===== src/rtl/fp_int_wb_buffer_if.sv =====
// Handshake bundle between the FP integer-destination units, the result buffer
// and the integer register-file write port.
interface fp_int_wb_buffer_if;
    logic        in_valid;
    logic        in_ready;
    logic [63:0] in_data;
    logic [4:0]  in_rd;
    logic        in_w32;
    logic        wb_valid;
    logic        wb_ready;
    logic [63:0] wb_data;
    logic [4:0]  wb_rd;

    // Buffer side
    modport slave (
        input  in_valid, in_data, in_rd, in_w32, wb_ready,
        output in_ready, wb_valid, wb_data, wb_rd
    );

    // Producer / write-port side
    modport master (
        output in_valid, in_data, in_rd, in_w32, wb_ready,
        input  in_ready, wb_valid, wb_data, wb_rd
    );
endinterface


===== src/rtl/fp_int_wb_buffer.sv =====
// In-order result FIFO from FP integer-destination units to the integer write port.
// Optional macro FP_WB_DROP_X0_EN: accept rd=0 results without storing them.
module fp_int_wb_buffer #(
    parameter int DEPTH = 4,
    parameter int CW    = $clog2(DEPTH + 1)
) (
    input  logic                  clk,
    input  logic                  rst_n,
    input  logic                  en,
    fp_int_wb_buffer_if.slave     bus,
    output logic [CW-1:0]         count
);
    localparam int AW = (DEPTH > 1) ? $clog2(DEPTH) : 1;

    typedef struct packed {
        logic [63:0] data;
        logic [4:0]  rd;
    } entry_t;

    entry_t          mem [DEPTH];
    logic [AW-1:0]   wptr;
    logic [AW-1:0]   rptr;
    logic            full;
    logic            empty;
    logic            push;
    logic            pop;
    logic            wr;
    logic [63:0]     ext_data;

    assign full  = (count == CW'(DEPTH));
    assign empty = (count == '0);

    // in_ready is also held low while reset is asserted
    assign bus.in_ready = en & rst_n & ~full;
    assign bus.wb_valid = en & ~empty;

    assign push = bus.in_valid & bus.in_ready;
    assign pop  = bus.wb_valid & bus.wb_ready;

`ifdef FP_WB_DROP_X0_EN
    assign wr = push & (bus.in_rd != 5'd0);
`else
    assign wr = push;
`endif

    // RV64F: W-form results are sign-extended from bit 31 before storage
    assign ext_data = bus.in_w32 ? {{32{bus.in_data[31]}}, bus.in_data[31:0]}
                                 : bus.in_data;

    always_ff @(posedge clk or negedge rst_n) begin
        if (!rst_n) begin
            wptr  <= '0;
            rptr  <= '0;
            count <= '0;
        end else begin
            if (wr)  wptr <= wptr + AW'(1);
            if (pop) rptr <= rptr + AW'(1);
            case ({wr, pop})
                2'b10:   count <= count + CW'(1);
                2'b01:   count <= count - CW'(1);
                default: count <= count;
            endcase
        end
    end

    // Storage is deliberately not reset
    always_ff @(posedge clk) begin
        if (wr) mem[wptr] <= '{data: ext_data, rd: bus.in_rd};
    end

    assign bus.wb_data = mem[rptr].data;
    assign bus.wb_rd   = mem[rptr].rd;
endmodule


===== src/flat_wrapper.sv =====
// flat-port wrapper written by rule: the top's interface ports become plain ports
module fp_int_wb_buffer_flat 
#(
    parameter int DEPTH = 4,
    parameter int CW    = $clog2(DEPTH + 1)
)
  (clk, rst_n, en, count, bus_in_valid, bus_in_data, bus_in_rd, bus_in_w32, bus_wb_ready, bus_in_ready, bus_wb_valid, bus_wb_data, bus_wb_rd);
  fp_int_wb_buffer_if bus_i ();
  input  logic clk;
  input  logic rst_n;
  input  logic en;
  output logic [CW-1:0] count;
  input wire logic [$bits(bus_i.in_valid)-1:0] bus_in_valid;
  input wire logic [$bits(bus_i.in_data)-1:0] bus_in_data;
  input wire logic [$bits(bus_i.in_rd)-1:0] bus_in_rd;
  input wire logic [$bits(bus_i.in_w32)-1:0] bus_in_w32;
  input wire logic [$bits(bus_i.wb_ready)-1:0] bus_wb_ready;
  output wire logic [$bits(bus_i.in_ready)-1:0] bus_in_ready;
  output wire logic [$bits(bus_i.wb_valid)-1:0] bus_wb_valid;
  output wire logic [$bits(bus_i.wb_data)-1:0] bus_wb_data;
  output wire logic [$bits(bus_i.wb_rd)-1:0] bus_wb_rd;
  assign bus_i.in_valid = bus_in_valid;
  assign bus_i.in_data = bus_in_data;
  assign bus_i.in_rd = bus_in_rd;
  assign bus_i.in_w32 = bus_in_w32;
  assign bus_i.wb_ready = bus_wb_ready;
  assign bus_in_ready = bus_i.in_ready;
  assign bus_wb_valid = bus_i.wb_valid;
  assign bus_wb_data = bus_i.wb_data;
  assign bus_wb_rd = bus_i.wb_rd;
  fp_int_wb_buffer #(.DEPTH(DEPTH), .CW(CW)) u_core (.clk(clk), .rst_n(rst_n), .en(en), .bus(bus_i), .count(count));
endmodule

===== config.mk =====
export PLATFORM = sky130hd
export DESIGN_NAME = fp_int_wb_buffer_flat
export DESIGN_NICKNAME = d
export VERILOG_FILES = /design/src/rtl/fp_int_wb_buffer_if.sv /design/src/rtl/fp_int_wb_buffer.sv /design/src/flat_wrapper.sv
export SDC_FILE = /design/constraint.sdc
export NUM_CORES = 1
export LEC_CHECK = 0
export BUFFER_PORTS_ARGS = -buffer_cell sky130_fd_sc_hd__buf_2
export CORE_MARGIN = 2
export CORE_UTILIZATION = 31
export CTS_BUF_LIST = sky130_fd_sc_hd__clkbuf_4
export CTS_CLUSTER_SIZE = 14
export DETAILED_ROUTE_END_ITERATION = 8
export HOLD_SLACK_MARGIN = 0.08
export RECOVER_POWER = 25
export SYNTH_ARGS = -nofsm -noshare
export SYNTH_HDL_FRONTEND = slang
export SYNTH_SLANG_ARGS = --single-unit

===== constraint.sdc =====
create_clock -name clk -period 6.83 [get_ports clk]
set_clock_uncertainty 0.2 [all_clocks]
set_input_delay 0.3415 -clock clk [delete_from_list [all_inputs] [get_ports clk]]
set_output_delay 0.3415 -clock clk [all_outputs]
set_load 0.005 [all_outputs]

==> results.py <==
metrics = {
    "yosys": {
        "yosysWarnings": 0,
        "synthMuxAreaShare_pct": 14.66,
        "synth_ff_type": "edfxtp_1",
        "ys_top_cells_by_count": "edfxtp_1, mux4_2, inv_1",
        "syn_nets": 553,
        "synth_area_per_cell_um2": 22.83,
        "yosys.area.top_type": "edfxtp_1",
        "postSynthCellCount": 472,
        "synth_edf_count": 276,
        "yosys.area_share.adder_pct": 0.7665,
        "synth.most_common_cell": "edfxtp_1",
        "yosysSeqAreaShare_pct": 78.55,
        "synth_area_um2": 10770,
        "ys_ff_latch": 283,
        "synth_top_family_by_area": "multiplexers",
        "yosys.area.top_type_share_pct": 76.92,
        "netlist_top_cells_area": "edfxtp_1, mux4_2, dfrtp_1",
        "synth_simple_gate_area_share_pct": 0.4529,
        "synthDistinctLibCells": 24,
        "synth-compound-area-share_pct": 1.788,
        "async_flop_share_pct": 2.473,
        "yosys.area_share.xor_xnor_pct": 0.4877,
    },
    "clock_network": {
        "clkTransAtPathRegs_ps": 70,
        "clockRootBuffer": "clkbuf_4",
        "tritoncts": "yes",
        "cts_htree_levels": 3,
        "numCtsBuffers": 76,
        "hold_buffers": 76,
        "postCtsSetupRepairBufs": 0,
        "cts_sinks": 283,
        "clockBufferDepth": 3,
        "cts_resized": 0,
        "insertion_delay_ps": 660,
    },
    "critical_path": {
        "r2r-start": "u_core.count[0]$_DFFE_PN0P_",
        "required_ps": 6290,
        "critical_path_arrival_ps": 3130,
        "crit_fanout": 37,
        "criticalPathCategory": "reg2out",
        "crit_start": "u_core.rptr[0]$_DFFE_PN0P_",
        "start_kind": "register",
        "r2r_cells": 4,
        "timing.reg2reg.setup_slack_ps": 4140,
        "r2r-end": "u_core.mem[0][19]$_DFFE_PP_",
        "cp-end-kind": "output pin",
    },
    "sta": {
        "finalSetupTns_ps": 0,
        "finalHoldViolations": 0,
        "drv_slew": 33,
        "final.min_clock_period_ps": 3676,
        "tightest_slew_ps": 1763,
        "finalSetupViolations": 0,
        "timing.hold.ws_ps": 267.3,
        "slew_headroom_pct": -17.53,
        "fmax_mhz": 272.0,
        "min_period_over_period_pct": 53.83,
        "finalWorstSetupSlack_ps": 3154,
        "grt_setup_unrepaired": "false",
    },
    "drt": {
        "first_pass_iters": 6,
        "post_drt_wl_per_cell_um": 18.04,
        "drt_iter0_drc": 283,
        "wl_mm": 22.87,
        "ant_nets": 0,
        "vias": 5557,
        "drt-vias-per-instance": 4.382,
        "drc": 0,
    },
    "place": {
        "port_buffers": 148,
        "dp_slack_ps": 3680,
        "dpl.hpwl_mm": 12.43,
        "gp_congestion": 0.6792,
    },
    "global_routing": {
        "grt_remaining_overflow": 0,
        "antenna_found_initial": 2,
        "grt_pass1_vias": 6059,
        "grt_max_degree": 63,
        "grt_pass1_wl_mm": 34.44,
        "grt_use_total_pct": 12.86,
    },
    "pwr": {
        "p_per_area_nw_per_um2": 349.3,
        "p_switching_mw": 1.278,
        "max-vdd-ir-drop_mv": 0.2002,
        "combinationalPowerShare_pct": 22.1,
        "pwr-share-clk_pct": 32.1,
        "p_int_mw": 3.494,
        "seqPwrFrac_pct": 45.8,
        "swShare_pct": 26.78,
        "leakagePower_nw": 4.795,
    },
    "min_path": {
        "whs_endpoint": "u_core.mem[3][23]$_DFFE_PP_",
        "hold_path_class": "in2reg",
        "hold_depth": 2,
        "hp-start": "bus_in_data[18]",
    },
    "die": {
        "fp.dieArea_um2": 36260,
        "die_w_um": 190.4,
        "dieHeight_um": 190.4,
        "core_um2": 34370,
        "row_count": 68,
        "floorplan.initialDensity_pct": 31.34,
        "io_pins": 149,
    },
    "run_status": {
        "violations": "capacitance limit, slew limit",
        "status": "complete, but fails checks",
    },
    "cells_and_area": {
        "area_growth_pct": 26.80,
        "drive_gt1_share_pct": 38.47,
        "fin_nets": 840,
    },
    "run": {
        "max_cap_violations": 1,
    },
}
-- flip-flops by register name (all words and copies together), names as in the netlist --
register and flops:
u_core.wptr 2, u_core.mem 276, u_core.rptr 2, u_core.count 3
-- cell type report --
| type | count | area, um2 |
|---|---|---|
| clock buffer | 111 | 833.3 |
| multi-input combinational | 129 | 1966 |
| timing repair buffer | 231 | 1503 |
| inverter | 38 | 142.6 |
| fill | 3214 | 20710 |
| antenna | 2 | 5.005 |
| clock inverter | 19 | 172.7 |
| tap | 455 | 569.3 |
| sequential | 283 | 8471 |
-- metrics by stage --
| stage | power (mW) | util (%) | cell area [um2] | instances |
|---|---|---|---|---|
| after floorplan | 2.931 | - | 10770 | 472 |
| after global placement | 3.279 | 34.74 | 11940 | 1060 |
| after detailed placement | 3.291 | 34.74 | 11940 | 1060 |
| after CTS | 4.892 | 39.88 | 13710 | 1266 |
| after global routing | 5.068 | 39.75 | 13660 | 1268 |
| final | 4.772 | 39.75 | 13660 | 1268 |
-- power by group through the flow --
stage | clock network [mW] | registers (mW) | logic (mW)
floorplan | 0 | 2.10 | 0.827
global placement | 0 | 2.23 | 1.05
global route | 1.70 | 2.21 | 1.16
finish | 1.53 | 2.19 | 1.06
CTS | 1.60 | 2.20 | 1.09
detailed placement | 0 | 2.23 | 1.06
-- cells by family after synthesis --
family	count (synthesis)
flops	283
buf+inv	60
fa+ha+maj	6
mux	71
compound gates	36
xor+xnor	6
simple gates	10
-- critical path, stage by stage (launching register included) --
cell and delay [ps]:
dfrtp_4 920, buf_4 730, mux4_2 620, buf_2 150
-- per-layer routing --
| layer | up-vias | share of wire, % | GRT usage (%) | wire length, um |
|---|---|---|---|---|
| met5 | - | 0 | 0 | 0 |
| li1 | 2559 | - | - | - |
| met4 | 0 | 1.3 | 4.741 | 293 |
| met3 | 22 | 6.0 | 3.883 | 1370 |
| met1 | 2808 | 44 | 16.32 | 10040 |
| met2 | 168 | 49 | 20.85 | 11170 |
-- cells in the final DEF, fill, tap and decap left out, drive strengths merged, types with 2 or more instances in the layout --
| master | instances |
|---|---|
| edfxtp | 276 |
| clkbuf | 150 |
| buf | 116 |
| dlygate4sd3 | 76 |
| mux4 | 69 |
| inv | 38 |
| o21ai | 32 |
| clkinv | 16 |
| dfrtp | 7 |
| ha | 5 |
| and2 | 4 |
| nand2 | 3 |
| xnor2 | 3 |
| xor2 | 3 |
| bufinv | 3 |
| diode | 2 |
| nor2 | 2 |
| a21oi | 2 |
-- worst max path at each step --
stage,to,slack [ps],cells past startpoint
finish,bus_wb_data[24],3150,3
detailed placement,bus_wb_data[24],3680,3
CTS,bus_wb_data[24],2910,3
global placement,bus_wb_data[24],3690,3
global route,bus_wb_data[24],2800,3
floorplan,u_core.mem[0][0]$_DFFE_PP_,3770,3
(Power assumes the default switching activity.)
